## src/rtl/taillight_input_ctrl.sv

```systemverilog
// Tail-light front end: 2 Hz divider, switch sync/debounce, publish on Clk_2Hz fall.
// Define HAZ_TOGGLE_EN to treat SW_HAZ as a push-button toggling a hazard latch.
module taillight_input_ctrl #(
  parameter int HALF_PERIOD = 12_500_000,
  parameter int DB_CYCLES   = 500_000
) (
  input  logic Clk,
  input  logic Reset,
  input  logic SW_LEFT,
  input  logic SW_RIGHT,
  input  logic SW_HAZ,
  output logic Clk_2Hz,
  output logic LEFT,
  output logic RIGHT,
  output logic HAZ
);

  localparam int DW = (HALF_PERIOD > 1) ? $clog2(HALF_PERIOD) : 1;
  localparam int CW = (DB_CYCLES > 1) ? $clog2(DB_CYCLES) : 1;
  localparam logic [DW-1:0] DIV_LAST = DW'(HALF_PERIOD - 1);
  localparam logic [CW-1:0] DB_LAST  = CW'(DB_CYCLES - 1);

  logic [DW-1:0] div_cnt;
  logic          div_wrap;
  logic          fall;

  assign div_wrap = (div_cnt == DIV_LAST);
  assign fall     = div_wrap & Clk_2Hz;

  always_ff @(posedge Clk) begin
    if (Reset) begin
      div_cnt <= '0;
      Clk_2Hz <= 1'b0;
    end else if (div_wrap) begin
      div_cnt <= '0;
      Clk_2Hz <= ~Clk_2Hz;
    end else begin
      div_cnt <= div_cnt + DW'(1);
    end
  end

  // Bit order: [0]=left, [1]=right, [2]=hazard
  logic [2:0]    raw;
  logic [2:0]    sync1;
  logic [2:0]    sync2;
  logic [2:0]    db;
  logic [2:0]    accept;
  logic [CW-1:0] db_cnt [3];

  assign raw = {SW_HAZ, SW_RIGHT, SW_LEFT};

  always_ff @(posedge Clk) begin
    if (Reset) begin
      sync1 <= '0;
      sync2 <= '0;
    end else begin
      sync1 <= raw;
      sync2 <= sync1;
    end
  end

  always_comb begin
    accept = '0;
    for (int i = 0; i < 3; i++) begin
      accept[i] = (sync2[i] != db[i]) && (db_cnt[i] == DB_LAST);
    end
  end

  always_ff @(posedge Clk) begin
    if (Reset) begin
      db <= '0;
      for (int i = 0; i < 3; i++) begin
        db_cnt[i] <= '0;
      end
    end else begin
      for (int i = 0; i < 3; i++) begin
        if (sync2[i] == db[i]) begin
          db_cnt[i] <= '0;
        end else if (accept[i]) begin
          db[i]     <= sync2[i];
          db_cnt[i] <= '0;
        end else begin
          db_cnt[i] <= db_cnt[i] + CW'(1);
        end
      end
    end
  end

  logic haz_src;

`ifdef HAZ_TOGGLE_EN
  logic haz_latch;

  always_ff @(posedge Clk) begin
    if (Reset) begin
      haz_latch <= 1'b0;
    end else if (accept[2] && sync2[2]) begin
      haz_latch <= ~haz_latch;
    end
  end

  assign haz_src = haz_latch;
`else
  assign haz_src = db[2];
`endif

  // Outputs move only on the falling divider edge so downstream rising edges see stable levels
  always_ff @(posedge Clk) begin
    if (Reset) begin
      LEFT  <= 1'b0;
      RIGHT <= 1'b0;
      HAZ   <= 1'b0;
    end else if (fall) begin
      LEFT  <= db[0];
      RIGHT <= db[1];
      HAZ   <= haz_src;
    end
  end

endmodule

```

## config.mk

```make
export PLATFORM = sky130hd
export DESIGN_NAME = taillight_input_ctrl
export DESIGN_NICKNAME = d
export VERILOG_FILES = /design/src/rtl/taillight_input_ctrl.sv
export SDC_FILE = /design/constraint.sdc
export NUM_CORES = 1
export LEC_CHECK = 0
export CORE_MARGIN = 2
export CORE_UTILIZATION = 60
export CTS_BUF_LIST = sky130_fd_sc_hd__clkbuf_2 sky130_fd_sc_hd__clkbuf_4 sky130_fd_sc_hd__clkbuf_8
export DETAILED_ROUTE_END_ITERATION = 10
export PLACE_DENSITY = 0.74
export SLEW_MARGIN = 20
export SYNTH_ARGS = -nofsm -noshare
export SYNTH_HDL_FRONTEND = slang
export SYNTH_SLANG_ARGS = --single-unit
```

## constraint.sdc

```tcl
create_clock -name Clk -period 2.9 [get_ports Clk]
set_input_delay 0.58 -clock Clk [delete_from_list [all_inputs] [get_ports Clk]]
set_output_delay 0.58 -clock Clk [all_outputs]
set_load 0.01 [all_outputs]
```

==> impl_results.md <==
* Type of element capturing the critical path: flop
* CP Data Required Time at 2.98 ns
* Nets at 554
* Run status: finished, final reports clean
* Area used by sequential logic in the layout at 2450 µm²
* Overall routed net length at 8410 µm
* Number of buffers inserted by port buffering at 8
* Leak pwr at 1.71 nW
* Std cell rows at 32
* Share of synthesized area occupied by flip-flops and latches at 52.2%
* Arrival time of data at the critical path endpoint at 2.33 ns
* DRC violation count after routing at 0
* Simple-gate share of the synthesized area at 26.6%
* Number of gates given a new drive strength after cts at 0
* Share of flip-flops with an asynchronous set or reset at 0%
* Adder and majority cell fraction of the synthesized area at 1.06%
* Die outline width at 92.5 µm
* Area grow syn2layout at 13.5%
* #FFs+latches synth at 94
* DR vias at 3528
* Count of final max-slew check failures at 0
* Power per cell area at 494 nW/µm²
* Relative slew margins at 53.5%
* Number of fill cells in the layout at 605
* Combinational family with the most area after synthesis: simple AND/OR/NAND/NOR gates
* Vertical die dimension at 92.5 µm
* Clock latency on the worst-skew pair at 0.36 ns
* Worst Max-Slew Pin Slew at 0.697 ns
* Setup bufs post-CTS at 0
* Hold buffer count at CTS at 0
* Number of buffers on the longest clock path at 2
* Post-route non-filler standard cell count at 652
* Worst slack on hold paths at 0.440 ns
* Number of failing hold endpoints at the final stage at 0
* Area of the placeable core at 7650 µm²
* Largest voltage drop on the vdd net at 356 µV
* Startpoint type of the worst setup path: flop
* CTS tree: yes
* Total global routing overflow at 0
* Area of the mapped netlist at 4700 µm²
* Detailed Route Iter0 Violations at 150
* Average detailed-routed wire length per instance at 12.9 µm
* Number of flops mapped to enable cells by yosys at 57
* Final weighted congestion in routability-driven placement at 0.762
* H-Tree Level Count at 3
* Antenna viol nets, final at 0
* Number of sinks handled by clock tree synthesis at 94
* Setup TNS Final at 0 ns
* Post-synthesis mux area share at 0%
* Number of I/O pins at 9
* Number of antenna violations at the first check in global routing at 0
* Setup Viol. Count Final at 0
* Via count of the first global-routing pass at 3268
* Compound-cell area share of the yosys netlist at 7.64%
* Top_reg_cell synth: sky130_fd_sc_hd__edfxtp_1
* Hold WC Path Type: reg -> reg
* Clock-pin slew reported for the worst setup and hold paths after clock tree synthesis at 0.09 ns
* Global-route total usage across every layer at 21.1%
* XOR/XNOR share of the synthesized area at 9.87%
* Drt pass-1 iters at 4
* Layout Skew at 0.0120 ns
* Average instance area after synthesis at 9.85 µm²
* Fmax at 445 MHz
* Synth cell types at 38
* Multi-input gate area in the final layout at 2340 µm²
* Num CTS Buffers at 9
* Post-DP HPWL at 6050 µm
* Critical path class: reg -> reg
* Pin count of the biggest net entering global routing at 25
* Share of the cycle needed by the critical path after routing at 77.5%
* Wire length of the first global-routing pass at 14600 µm
* Final Util at 69.8%
* Highest net fanout along the worst path at 17
* Setup repair after global routing missed its margin: no
* Max_cap viols at 0
* Antenna diode count at 0
* Share of layout cells above drive strength 1 at 5.64%
* Post-Place Cells at 636
* Area of the die at 8560 µm²
* Effective utilization at floorplan at 61.5%
* Vias/cell at 5.41
* Clock root buffer: sky130_fd_sc_hd__clkbuf_8
* Warning count from the yosys run at 0
* Shortest clock period the worst path allows after layout at 2.25 ns
* Count of mapped cells out of synthesis at 477
[cell usage after synthesis (all sizes together), types with 2 or more instances]
cell / instances / area [µm²]
nor2: 65 / 244
edfxtp: 57 / 1710
xnor2: 40 / 350
dfxtp: 37 / 741
nand3: 33 / 183
a21oi: 30 / 150
nand2: 26 / 97.6
inv: 20 / 75.1
o21ai: 20 / 100
or3: 19 / 121
nor4: 17 / 106
nand4: 14 / 87.6
or4: 13 / 97.6
xor2: 13 / 114
nor3: 12 / 60.1
o31ai: 8 / 60.1
buf: 7 / 35.0
nor2b: 6 / 37.5
and3: 5 / 31.3
and4: 5 / 43.8
nor4b: 5 / 43.8
ha: 4 / 50.1
clkbuf: 3 / 11.3
nand3b: 3 / 22.5
o21bai: 3 / 30.0
or2: 3 / 18.8
nand2b: 2 / 12.5
or4b: 2 / 20.0
[placed cells by master, fill, tap and decap left out, types with 2 or more instances in the layout]
cell type	Yosys	final
sky130_fd_sc_hd__or3_2	2	2
sky130_fd_sc_hd__nand3_1	31	31
sky130_fd_sc_hd__nor4b_1	5	5
sky130_fd_sc_hd__inv_1	20	20
sky130_fd_sc_hd__nand4_1	14	14
sky130_fd_sc_hd__a21oi_1	30	30
sky130_fd_sc_hd__o21bai_2	2	2
sky130_fd_sc_hd__xnor2_1	40	40
sky130_fd_sc_hd__xor2_1	13	13
sky130_fd_sc_hd__o31ai_1	8	8
sky130_fd_sc_hd__dfxtp_1	37	37
sky130_fd_sc_hd__nor4_1	17	17
sky130_fd_sc_hd__or4b_2	2	2
sky130_fd_sc_hd__nand3b_1	3	3
sky130_fd_sc_hd__conb_1	1	57
sky130_fd_sc_hd__buf_4	0	3
sky130_fd_sc_hd__or2_2	3	3
sky130_fd_sc_hd__edfxtp_1	57	57
sky130_fd_sc_hd__ha_1	4	4
sky130_fd_sc_hd__nand2_1	26	26
sky130_fd_sc_hd__and3_1	5	5
sky130_fd_sc_hd__o21ai_0	19	19
sky130_fd_sc_hd__nor2_1	65	65
sky130_fd_sc_hd__clkdlybuf4s50_1	0	8
sky130_fd_sc_hd__bufinv_16	0	3
sky130_fd_sc_hd__or4_1	13	13
sky130_fd_sc_hd__nor2b_1	6	6
sky130_fd_sc_hd__clkbuf_8	0	9
sky130_fd_sc_hd__or3_1	17	17
sky130_fd_sc_hd__nor3_1	12	12
sky130_fd_sc_hd__and4_1	5	5
sky130_fd_sc_hd__nand2b_1	2	2
[through the flow]
step,instance area [µm²],total power [mW],setup slack (ns)
floorplan,4910,1.59,0.811
global placement,5090,1.62,0.695
detailed placement,5090,1.63,0.635
CTS,5340,2.65,0.634
global route,5340,2.72,0.484
finish,5340,2.64,0.653
[where the power goes]
group	internal, mW	leakage (nW)	total, mW	switching [mW]
logic	0.0418	0.706	0.0992	0.0574
registers	1.46	0.888	1.50	0.0435
clock network	0.581	0.118	1.04	0.456
[path summary, 6_finish.rpt]
| check | startpoint | to | slack [ns] | cells after the start |
|---|---|---|---|---|
| worst min-delay path | sync1[2] | sync2[2] | 0.44 | 1 |
| worst min register to register | sync1[2] | sync2[2] | 0.44 | 1 |
| worst max register to register | db_cnt[1][10] | db_cnt[1][6] | 0.65 | 4 |
| worst max-delay path | db_cnt[1][10] | db_cnt[1][6] | 0.65 | 4 |
[critical path, cell delays in order (launching register included)]
cell	delay (ns)
sky130_fd_sc_hd__edfxtp_1	0.48
sky130_fd_sc_hd__or4bb_1	0.57
sky130_fd_sc_hd__nand3b_1	0.22
sky130_fd_sc_hd__o21bai_2	0.58
sky130_fd_sc_hd__nor2_1	0.13
[state kept, by name, indices dropped and copies added, names as in the netlist]
| signal | count |
|---|---|
| db_cnt | 57 |
| div_cnt | 24 |
| db | 3 |
| sync1 | 3 |
| sync2 | 3 |
| Clk_2Hz | 1 |
| HAZ | 1 |
| LEFT | 1 |
| RIGHT | 1 |
[per-layer routing]
metal | vias to the layer above | GRT usage (%) | routed length, µm
met5 | - | 0 | 0
met2 | 47 | 34.6 | 4030
met3 | 13 | 2.69 | 211
met4 | 0 | 9.70 | 163
li1 | 1817 | - | -
met1 | 1651 | 27.9 | 4010
[final cells by class]
| class | instances | area share, % |
|---|---|---|
| multi-input combinational | 409 | 43.8 |
| inverter | 20 | 1.41 |
| clock buffer | 10 | 2.46 |
| clock inverter | 6 | 2.06 |
| tap | 102 | 2.39 |
| timing repair buffer | 11 | 1.92 |
| sequential | 94 | 46.0 |
[kinds of logic after synthesis]
group                      Yosys count
AOI/OAI and AO/OA                   63
xor gates and xnor gates            53
adders and majority gates            4
buffers and inverters               30
DFF                                 94
other                                1
and+or+nand+nor                    232
Power figures use the tool's default switching activity.
